===== src/rtl/ps2_dir_decoder_pkg.sv =====
// Shared scan codes, direction encodings and prefix states
// for the PS/2 snake direction decoder.
package ps2_pkg;

  localparam logic [7:0] SC_E0    = 8'hE0;
  localparam logic [7:0] SC_F0    = 8'hF0;
  localparam logic [7:0] SC_W     = 8'h1D;
  localparam logic [7:0] SC_S     = 8'h1B;
  localparam logic [7:0] SC_A     = 8'h1C;
  localparam logic [7:0] SC_D     = 8'h23;
  localparam logic [7:0] SC_UP    = 8'h75;
  localparam logic [7:0] SC_DOWN  = 8'h72;
  localparam logic [7:0] SC_LEFT  = 8'h6B;
  localparam logic [7:0] SC_RIGHT = 8'h74;

  typedef enum logic [1:0] {
    DIR_UP    = 2'b00,
    DIR_DOWN  = 2'b01,
    DIR_LEFT  = 2'b10,
    DIR_RIGHT = 2'b11
  } dir_e;

  typedef enum logic [1:0] {
    S_IDLE,
    S_E0,
    S_F0,
    S_E0F0
  } pfx_state_e;

  typedef struct packed {
    logic hit;
    dir_e dir;
  } dir_hit_t;

  function automatic dir_hit_t wasd_dir(input logic [7:0] b);
    dir_hit_t r;
    r.hit = 1'b1;
    r.dir = DIR_UP;
    unique case (b)
      SC_W:    r.dir = DIR_UP;
      SC_S:    r.dir = DIR_DOWN;
      SC_A:    r.dir = DIR_LEFT;
      SC_D:    r.dir = DIR_RIGHT;
      default: r.hit = 1'b0;
    endcase
    return r;
  endfunction

  function automatic dir_hit_t arrow_dir(input logic [7:0] b);
    dir_hit_t r;
    r.hit = 1'b1;
    r.dir = DIR_UP;
    unique case (b)
      SC_UP:    r.dir = DIR_UP;
      SC_DOWN:  r.dir = DIR_DOWN;
      SC_LEFT:  r.dir = DIR_LEFT;
      SC_RIGHT: r.dir = DIR_RIGHT;
      default:  r.hit = 1'b0;
    endcase
    return r;
  endfunction

endpackage


===== src/rtl/ps2_dir_decoder_if.sv =====
// PS/2 pins plus decoded byte/direction bundle.
// master = decoder side, slave = pin driver / consumer side.
interface ps2_dir_if;
  logic       ps2_clk;
  logic       ps2_data;
  logic [7:0] scan_code;
  logic       code_valid;
  logic       frame_err;
  logic [1:0] dir;
  logic       dir_valid;

  modport master (
    input  ps2_clk, ps2_data,
    output scan_code, code_valid, frame_err,
    output dir, dir_valid
  );

  modport slave (
    output ps2_clk, ps2_data,
    input  scan_code, code_valid, frame_err,
    input  dir, dir_valid
  );
endinterface


===== src/rtl/ps2_rx_frame.sv =====
// PS/2 frame receiver: synchroniser, falling-edge deserialiser,
// start/stop/odd-parity check and mid-frame watchdog.
module ps2_rx_frame
  import ps2_pkg::*;
#(
  parameter int SYNC_STAGES    = 2,
  parameter int TIMEOUT_CYCLES = 50000
) (
  input  logic       clk_i,
  input  logic       rst_i,
  input  logic       ps2_clk_i,
  input  logic       ps2_data_i,
  output logic [7:0] byte_o,
  output logic       valid_o,
  output logic       err_o
);

  localparam int WW = $clog2(TIMEOUT_CYCLES + 1);
  localparam logic [WW-1:0] WD_MAX = WW'(TIMEOUT_CYCLES - 1);
  localparam logic [3:0] LAST_BIT = 4'd10;

  logic [SYNC_STAGES-1:0] clk_sync_q, data_sync_q;
  logic        clk_prev_q;
  logic [10:0] sr_q, sr_d, sr_nx;
  logic [3:0]  cnt_q, cnt_d;
  logic [WW-1:0] wd_q, wd_d;
  logic [7:0]  byte_q, byte_d;
  logic        valid_q, valid_d;
  logic        err_q, err_d;
  logic        clk_s, data_s, fall, frame_ok;

  assign clk_s  = clk_sync_q[SYNC_STAGES-1];
  assign data_s = data_sync_q[SYNC_STAGES-1];
  assign fall   = clk_prev_q & ~clk_s;

  always_comb begin
    sr_nx    = {data_s, sr_q[10:1]};
    frame_ok = ~sr_nx[0] & sr_nx[10] & (^sr_nx[9:1]);
    sr_d     = sr_q;
    cnt_d    = cnt_q;
    wd_d     = wd_q;
    byte_d   = byte_q;
    valid_d  = 1'b0;
    err_d    = 1'b0;
    // an edge always beats a coincident watchdog expiry
    if (fall) begin
      sr_d = sr_nx;
      wd_d = '0;
      if (cnt_q == LAST_BIT) begin
        cnt_d = '0;
        if (frame_ok) begin
          byte_d  = sr_nx[8:1];
          valid_d = 1'b1;
        end else begin
          err_d = 1'b1;
        end
      end else begin
        cnt_d = cnt_q + 4'd1;
      end
    end else if (cnt_q != '0) begin
      if (wd_q == WD_MAX) begin
        cnt_d = '0;
        wd_d  = '0;
        err_d = 1'b1;
      end else begin
        wd_d = wd_q + 1'b1;
      end
    end else begin
      wd_d = '0;
    end
  end

  always_ff @(posedge clk_i or posedge rst_i) begin
    if (rst_i) begin
      clk_sync_q  <= '0;
      data_sync_q <= '0;
      clk_prev_q  <= 1'b0;
      sr_q        <= '0;
      cnt_q       <= '0;
      wd_q        <= '0;
      byte_q      <= '0;
      valid_q     <= 1'b0;
      err_q       <= 1'b0;
    end else begin
      clk_sync_q  <= {clk_sync_q[SYNC_STAGES-2:0], ps2_clk_i};
      data_sync_q <= {data_sync_q[SYNC_STAGES-2:0], ps2_data_i};
      clk_prev_q  <= clk_s;
      sr_q        <= sr_d;
      cnt_q       <= cnt_d;
      wd_q        <= wd_d;
      byte_q      <= byte_d;
      valid_q     <= valid_d;
      err_q       <= err_d;
    end
  end

  assign byte_o  = byte_q;
  assign valid_o = valid_q;
  assign err_o   = err_q;

endmodule


===== src/rtl/ps2_dir_decoder.sv =====
// PS/2 keyboard to snake direction decoder: frame receiver
// plus E0/F0 prefix tracker emitting direction strobes.
module ps2_dir_decoder
  import ps2_pkg::*;
#(
  parameter int SYNC_STAGES    = 2,
  parameter int TIMEOUT_CYCLES = 50000
) (
  input  logic      clk,
  input  logic      reset,
  ps2_dir_if.master bus
);

  logic [7:0] rx_byte;
  logic       rx_valid, rx_err;

  ps2_rx_frame #(
    .SYNC_STAGES    (SYNC_STAGES),
    .TIMEOUT_CYCLES (TIMEOUT_CYCLES)
  ) u_rx (
    .clk_i      (clk),
    .rst_i      (reset),
    .ps2_clk_i  (bus.ps2_clk),
    .ps2_data_i (bus.ps2_data),
    .byte_o     (rx_byte),
    .valid_o    (rx_valid),
    .err_o      (rx_err)
  );

  pfx_state_e state_q, state_d;
  dir_e       dir_q, dir_d;
  logic       dv_q, dv_d;
  dir_hit_t   w_hit, a_hit;

  always_comb begin
    state_d = state_q;
    dir_d   = dir_q;
    dv_d    = 1'b0;
    w_hit   = wasd_dir(rx_byte);
    a_hit   = arrow_dir(rx_byte);
    if (rx_err) begin
      state_d = S_IDLE;
    end else if (rx_valid) begin
      unique case (state_q)
        S_IDLE: begin
          if (rx_byte == SC_E0) begin
            state_d = S_E0;
          end else if (rx_byte == SC_F0) begin
            state_d = S_F0;
          end else if (w_hit.hit) begin
            dir_d = w_hit.dir;
            dv_d  = 1'b1;
          end
        end
        S_E0: begin
          if (rx_byte == SC_F0) begin
            state_d = S_E0F0;
          end else if (rx_byte != SC_E0) begin
            state_d = S_IDLE;
            if (a_hit.hit) begin
              dir_d = a_hit.dir;
              dv_d  = 1'b1;
            end
          end
        end
        // break codes are swallowed here
        default: state_d = S_IDLE;
      endcase
    end
  end

  always_ff @(posedge clk or posedge reset) begin
    if (reset) begin
      state_q <= S_IDLE;
      dir_q   <= DIR_UP;
      dv_q    <= 1'b0;
    end else begin
      state_q <= state_d;
      dir_q   <= dir_d;
      dv_q    <= dv_d;
    end
  end

  assign bus.scan_code  = rx_byte;
  assign bus.code_valid = rx_valid;
  assign bus.frame_err  = rx_err;
  assign bus.dir        = dir_q;
  assign bus.dir_valid  = dv_q;

endmodule


===== src/flat_wrapper.sv =====
// flat-port wrapper written by rule: the top's interface ports become plain ports
module ps2_dir_decoder_flat import ps2_pkg::*;
#(
  parameter int SYNC_STAGES    = 2,
  parameter int TIMEOUT_CYCLES = 50000
)
  (clk, reset, bus_ps2_clk, bus_ps2_data, bus_scan_code, bus_code_valid, bus_frame_err, bus_dir, bus_dir_valid);
  ps2_dir_if bus_i ();
  input  logic clk;
  input  logic reset;
  input wire logic [$bits(bus_i.ps2_clk)-1:0] bus_ps2_clk;
  input wire logic [$bits(bus_i.ps2_data)-1:0] bus_ps2_data;
  output wire logic [$bits(bus_i.scan_code)-1:0] bus_scan_code;
  output wire logic [$bits(bus_i.code_valid)-1:0] bus_code_valid;
  output wire logic [$bits(bus_i.frame_err)-1:0] bus_frame_err;
  output wire logic [$bits(bus_i.dir)-1:0] bus_dir;
  output wire logic [$bits(bus_i.dir_valid)-1:0] bus_dir_valid;
  assign bus_i.ps2_clk = bus_ps2_clk;
  assign bus_i.ps2_data = bus_ps2_data;
  assign bus_scan_code = bus_i.scan_code;
  assign bus_code_valid = bus_i.code_valid;
  assign bus_frame_err = bus_i.frame_err;
  assign bus_dir = bus_i.dir;
  assign bus_dir_valid = bus_i.dir_valid;
  ps2_dir_decoder #(.SYNC_STAGES(SYNC_STAGES), .TIMEOUT_CYCLES(TIMEOUT_CYCLES)) u_core (.clk(clk), .reset(reset), .bus(bus_i));
endmodule

===== config.mk =====
export PLATFORM = sky130hd
export DESIGN_NAME = ps2_dir_decoder_flat
export DESIGN_NICKNAME = d
export VERILOG_FILES = /design/src/rtl/ps2_dir_decoder_pkg.sv /design/src/rtl/ps2_dir_decoder_if.sv /design/src/rtl/ps2_rx_frame.sv /design/src/rtl/ps2_dir_decoder.sv /design/src/flat_wrapper.sv
export SDC_FILE = /design/constraint.sdc
export NUM_CORES = 1
export LEC_CHECK = 0
export ABC_CLOCK_PERIOD_IN_PS = 4530
export CAP_MARGIN = 10
export CORE_MARGIN = 3
export CORE_UTILIZATION = 30
export DETAILED_ROUTE_END_ITERATION = 10
export SKIP_LAST_GASP = 1
export SYNTH_ARGS = -nofsm -noshare
export SYNTH_HDL_FRONTEND = slang
export SYNTH_SLANG_ARGS = --single-unit

===== constraint.sdc =====
create_clock -name clk -period 4.53 [get_ports clk]
set_clock_uncertainty 0.2 [all_clocks]
set_input_delay 0.906 -clock clk [delete_from_list [all_inputs] [get_ports clk]]
set_output_delay 0.906 -clock clk [all_outputs]
set_load 0.005 [all_outputs]

==> insert_results.sql <==
INSERT INTO impl_metrics (metric_group, metric, value, unit) VALUES
('timing', 'final.period_utilization', '55.1', '%'),
('global_routing', 'global_route_wire_length_before_repair', '6750', 'um'),
('timing', 'report.final.hold_viol_count', '0', ''),
('clock_network', 'clock_path_buffers', '2', ''),
('clock_network', 'cts_hold_buffers', '0', ''),
('drt', 'met2_wirelength_from_detailed_routing', '1690', 'um'),
('timing', 'slew_headroom', '33.3', '%'),
('setup_path', 'arrival_time_at_the_worst_endpoint', '1.39', 'ns'),
('drt', 'drc', '0', ''),
('synthesis', 'synth_enable_flop_cells', '0', ''),
('power', 'total_power', '1.09', 'mW'),
('power', 'power-per-cell-area', '401', 'nW/um^2'),
('finish', 'layout-drive-gt1-share', '15.4', '%'),
('clock_network', 'cts_made_buffers', '5', ''),
('synthesis', 'mappedNetlistArea', '2370', 'um^2'),
('setup_path', 'cp-end-kind', 'primary output', ''),
('global_routing', 'grt_usage', '9.45', '%'),
('drt', 'detail_route.wirelength', '3810', 'um'),
('clock_network', 'cts.sinks', '50', ''),
('timing', 'fmax', '401', 'MHz'),
('clock_network', 'post_cts_buffers', '0', ''),
('clock_network', 'cts_resized', '0', ''),
('power', 'p_leak', '1.16', 'nW'),
('drt', 'drtIter0Drc', '98', ''),
('timing', 'tns', '0', 'ns'),
('setup_path', 'timing.critical_path.cells', 'clkdlybuf4s50_1', ''),
('clock_network', 'clock_tree_from_tritoncts', 'built', ''),
('die', 'die-area', '9010', 'um^2'),
('place', 'place_congestion', '0.781', ''),
('synthesis', 'number_of_synthesized_register_bits', '50', ''),
('setup_path', 'setup.worst_path.class', 'register to primary output', ''),
('synthesis', 'post_synthesis_cell_count', '207', ''),
('finish', 'antenna_cells', '0', ''),
('synthesis', 'synth_area_leaders', 'sky130_fd_sc_hd__dfrtp_1 (53%), sky130_fd_sc_hd__mux2_2 (9.0%), sky130_fd_sc_hd__xor2_1 (4.4%)', ''),
('drt', 'wirelength_met1', '1940', 'um'),
('finish', 'area.growth.synth_to_final', '15.2', '%'),
('run_status', 'outcome', 'finished clean', ''),
('setup_path', 'timing.critical_path.required', '3.42', 'ns'),
('clock_network', 'ctsHtreeMaxLevel', '2', ''),
('clock_network', 'clk_latency', '0.29', 'ns'),
('timing', 'setup_viol', '0', ''),
('synthesis', 'postSynthAreaPerCell', '11.5', 'um^2'),
('die', 'core_area', '7450', 'um^2'),
('clock_network', 'clockRootBuffer', 'sky130_fd_sc_hd__clkbuf_8', ''),
('global_routing', 'antenna_found_initial', '0', ''),
('synthesis', 'synth.yosys.warnings', '0', ''),
('finish', 'design.final.nets', '235', ''),
('setup_path', 'start_kind', 'register', ''),
('drt', 'dr.max_layer_used', 'met4', ''),
('drt', 'antenna_left', '0', ''),
('synthesis', 'yosys_most_used_dff', 'sky130_fd_sc_hd__dfrtp_1', ''),
('synthesis', 'synth_top_cell_by_area', 'sky130_fd_sc_hd__dfrtp_1', ''),
('synthesis', 'synth.lib_cells_used.distinct', '42', ''),
('min_path', 'holdCritPathClass', 'register to register', ''),
('place', 'place.detailed.hpwl', '2670', 'um'),
('timing', 'setup_repair_after_global_routing_missed_its_margin', 'false', ''),
('setup_path', 'crit_fanout', '11', ''),
('setup_path', 'cp_slowest_stage_delay', '0.56', 'ns'),
('synthesis', 'post_synth_most_frequent_cells', 'sky130_fd_sc_hd__dfrtp_1 (50), sky130_fd_sc_hd__nor2_1 (25), sky130_fd_sc_hd__mux2_2 (19)', ''),
('synthesis', 'synthArstFlopShare', '100', '%'),
('die', 'die_height', '94.9', 'um'),
('drt', 'avgViaCountPerCell', '4.66', ''),
('drt', 'drt-wirelength-per-cell', '11.6', 'um'),
('synthesis', 'yosys.area.top_type_share', '52.8', '%'),
('timing', 'timing_worst_slew_pin_value', '1.00', 'ns'),
('global_routing', 'grt_max_degree', '51', ''),
('job', 'max-cap-violations', '0', ''),
('clock_network', 'cts.clk_slew.worst_paths', '0.08', 'ns'),
('place', 'io_buffers', '16', ''),
('synthesis', 'synth_most_common_cell', 'sky130_fd_sc_hd__dfrtp_1', ''),
('global_routing', 'global_route.overflow_total', '0', '');
-- cells by family after synthesis --
logic type                 count (synthesis)  synth area share [%]
AOI/OAI and AO/OA                         22                  7.07
xor gates and xnor gates                  22                  8.71
adders and majority gates                  4                  2.11
buffers and inverters                     11                  2.06
DFF                                       50                  52.8
muxes                                     21                  9.97
and+or+nand+nor                           77                  17.3
-- cells in the final DEF (no fill, tap or decap), types with 3 or more instances in the layout --
master                            synthesis  final
sky130_fd_sc_hd__nand2b_1                 3      3
sky130_fd_sc_hd__xor2_1                  12     12
sky130_fd_sc_hd__nand4_1                  4      4
sky130_fd_sc_hd__o21ai_0                  5      5
sky130_fd_sc_hd__nand3_1                  6      6
sky130_fd_sc_hd__a21oi_1                  4      4
sky130_fd_sc_hd__nand2_1                 12     12
sky130_fd_sc_hd__xnor2_1                  9      9
sky130_fd_sc_hd__inv_1                    7      6
sky130_fd_sc_hd__and3_1                   3      3
sky130_fd_sc_hd__clkdlybuf4s50_1          0     16
sky130_fd_sc_hd__dfrtp_1                 50     50
sky130_fd_sc_hd__clkbuf_8                 0      6
sky130_fd_sc_hd__mux2_2                  19     19
sky130_fd_sc_hd__ha_1                     4      4
sky130_fd_sc_hd__nand3b_1                 5      5
sky130_fd_sc_hd__nor3_1                   5      5
sky130_fd_sc_hd__nor2_1                  25     25
-- state kept, by name, summed over array words and instances (netlist names) --
signal and cells:
u_core.u_rx.clk_prev_q 1, u_core.bus.dir_valid 1, u_core.u_rx.cnt_q 4, u_core.u_rx.wd_q 16, u_core.u_rx.valid_o 1, u_core.u_rx.sr_q 10
u_core.u_rx.data_sync_q 2, u_core.u_rx.err_o 1, u_core.u_rx.byte_o 8, u_core.state_q 2, u_core.u_rx.clk_sync_q 2, u_core.bus.dir 2
-- path summary, 6_finish.rpt --
path                                            start                         end  slack [ns]  cells past startpoint
min reg2reg                u_core.u_rx.data_sync_q[0]  u_core.u_rx.data_sync_q[1]        0.16                      0
max                             u_core.u_rx.byte_o[3]            bus_scan_code[3]        2.03                      1
max reg2reg                     u_core.u_rx.byte_o[3]           u_core.bus.dir[1]        2.20                      5
min                        u_core.u_rx.data_sync_q[0]  u_core.u_rx.data_sync_q[1]        0.16                      0
max in group asynchronous                       reset         u_core.u_rx.sr_q[4]        2.55                      2
min in group asynchronous                       reset   u_core.u_rx.clk_sync_q[0]        0.96                      2
-- final cells by class --
cell class,count,area [um^2]
Clock buffer,7,86.3
Sequential cell,50,1250
Multi-Input combinational cell,146,1070
Inverter,7,26.3
Tap cell,99,124
Clock inverter,1,5.00
Fill cell,752,4720
Timing Repair Buffer,17,168
-- stage by stage --
stage	setup WS [ns]	utilization [%]	area [um^2]	std cells	hold slack, ns
global route	1.95	36.7	2730	327	0.174
finish	2.03	36.7	2730	327	0.158
CTS	2.02	36.7	2730	327	0.162
global placement	2.14	35.5	2640	319	0.134
floorplan	2.22	-	2370	207	0.131
detailed placement	2.09	35.5	2640	319	0.141
-- report_power, final --
part           switching, mW  internal [mW]
clock network          0.138          0.123
logic                  0.114          0.143
registers             0.0679          0.507
-- per-layer routing --
metal,global-route usage [%],vias to the layer above
met5,0,-
met4,2.76,0
met3,3.03,2
met2,14.7,26
met1,12.6,735
li1,-,762
Power figures use the tool's default switching activity.
==> edit, RTL diff (config.mk and constraints unchanged) <==
`TIMEOUT_CYCLES` is set to 50000 in 3 places; all go to 100000.
--- a/src/rtl/ps2_rx_frame.sv
+++ b/src/rtl/ps2_rx_frame.sv
@@ -5,5 +5,5 @@
 #(
   parameter int SYNC_STAGES    = 2,
-  parameter int TIMEOUT_CYCLES = 50000
+  parameter int TIMEOUT_CYCLES = 100000
 ) (
   input  logic       clk_i,
--- a/src/rtl/ps2_dir_decoder.sv
+++ b/src/rtl/ps2_dir_decoder.sv
@@ -5,5 +5,5 @@
 #(
   parameter int SYNC_STAGES    = 2,
-  parameter int TIMEOUT_CYCLES = 50000
+  parameter int TIMEOUT_CYCLES = 100000
 ) (
   input  logic      clk,
--- a/src/flat_wrapper.sv
+++ b/src/flat_wrapper.sv
@@ -3,5 +3,5 @@
 #(
   parameter int SYNC_STAGES    = 2,
-  parameter int TIMEOUT_CYCLES = 50000
+  parameter int TIMEOUT_CYCLES = 100000
 )
   (clk, reset, bus_ps2_clk, bus_ps2_data, bus_scan_code, bus_code_valid, bus_frame_err, bus_dir, bus_dir_valid);
Behaviour: same outputs for any inputs over 10 cycles, from zero or initial values and one cycle with reset high; that may be too few to reach the edited logic, so the function may still have changed.
==> edit against the original RTL <==
- fmax rose by 1.6%
- routed wire length rose by 6.7%
- sequential power increased by 1%
- setup slack improved by 0.040 ns
- sequential cell count grew 1
- cell area grew 2.6%
- synthesized area grew 2.5%
- register-to-register slack got worse by 0.04 ns
- total power up 6.3%
- first-iteration DRC count decreased by 67%
- largest cell class unchanged
- highest routed layer unchanged
==> edit: results (changes against the original RTL) <==
* Status: completed (unchanged)
* Seq/Total Area, Yosys at 52.52% (was 52.77%)
* CTS buffer count at 5 (unchanged)
* Hold endpoint: u_core.u_rx.clk_sync_q[1] (was u_core.u_rx.data_sync_q[1])
* Top post-synthesis cells by area: dfrtp_1, mux2_2, nor2_1 (was dfrtp_1, mux2_2, xor2_1)
* Final non-filler cell total at 336 (was 327)
* WL/cell at 12.09 microns (was 11.64 microns)
* Unique masters post-synth at 46 (was 42)
* Vias per inst at 4.735 (was 4.664)
* Synth Net Count at 221 (was 215)
* Min-delay src: u_core.u_rx.clk_sync_q[0] (was u_core.u_rx.data_sync_q[0])
* FF-to-FF Start: u_core.u_rx.wd_q[0] (was u_core.u_rx.byte_o[3])
* Routability Congestion at 0.7768 (was 0.7805)
* Pre-CTS setup slack at 2.095 ns (was 2.090 ns)
* GRT Total Usage at 10.12% (was 9.452%)
* Crit Path Max Fanout at 9 (was 11)
* Number of DRC violations after detailed-routing iteration 0 at 32 (was 98)
* R2r setup slk at 2.16 ns (was 2.20 ns)
* Mean post-synth cell area at 11.41 sq um (was 11.45 sq um)
* Worst slew pin tran at 1.026 ns (was 0.9998 ns)
* Worst-case reg-to-reg path depth at 6 (was 5)
* Dpl hpwl at 2828 microns (was 2670 microns)
* First-pass GRT wire length at 7452 microns (was 6748 microns)
* Hold Worst Slack at 0.1556 ns (was 0.1584 ns)
* Inst Count DP at 328 (was 319)
* Vias in the first global route at 1587 (was 1467)
* Largest net degree at the start of global routing at 52 (was 51)
* Max reg flops at 17 (was 16)
* Top cells by count, synth: dfrtp_1, nor2_1, mux2_2 (unchanged)
* Setup crit start: u_core.u_rx.byte_o[0] (was u_core.u_rx.byte_o[3])
* Leakage at 1.206 nW (was 1.163 nW)
* Worst vdd ir at 0.0002041 V (was 0.0002629 V)
* Crit Reg-Reg Endpoint: u_core.u_rx.wd_q[15] (was u_core.bus.dir[1])
* Yosys warns at 0 (unchanged)
* Dpl cell area at 0.002701 sq mm (was 0.002640 sq mm)
* WP data arrival at 1.35 ns (was 1.39 ns)
* Share of cells above drive strength 1 at 14.53% (was 15.35%)
* Nets at 241 (was 235)
-- edit: cell type report --
class | count | area, sq um
clock buffers | 8 | 100.1
fillers | 796 | 5006
inverters | 7 | 26.28
multi-input cells | 151 | 1104
flip-flops and latches | 51 | 1276
well taps | 102 | 127.6
repair buffers | 17 | 167.7
-- edit: how the worst max path moves through the flow --
stage | end | slack, ns | cells past startpoint
after global routing | u_core.u_rx.wd_q[5] | 1.97 | 6
after floorplan | u_core.bus.dir[0] | 2.19 | 1
after CTS | bus_scan_code[4] | 2.05 | 1
final | bus_scan_code[0] | 2.08 | 1
after global placement | u_core.bus.dir[0] | 2.11 | 2
after detailed placement | u_core.bus.dir[0] | 2.09 | 2
-- edit: kinds of logic (layout without fill, tap and decap cells) --
group / after synthesis / in the layout / synth area share, %
simple gates: 85 / 85 / 19.31
fa+ha+maj: 4 / 4 / 2.060
compound gates: 20 / 20 / 5.921
xor+xnor: 22 / 22 / 8.857
buf+inv: 11 / 32 / 2.059
mux: 20 / 20 / 9.269
flops: 51 / 51 / 52.52
-- edit: layer usage --
| metal | track usage (%) | up-vias | share of wire, % | routed length [microns] |
|---|---|---|---|---|
| met4 | 2.607 | 0 | 0.52 | 21 |
| met5 | 0 | - | 0 | 0 |
| li1 | - | 783 | - | - |
| met1 | 13.40 | 774 | 50 | 2019 |
| met3 | 2.424 | 2 | 4.0 | 163 |
| met2 | 16.62 | 32 | 46 | 1858 |
-- edit: report_power, final --
| group | internal [mW] | switching, mW |
|---|---|---|
| Combinational | 0.166 | 0.138 |
| Sequential | 0.518 | 0.0647 |
| Clock | 0.140 | 0.138 |
| Total | 0.823 | 0.340 |
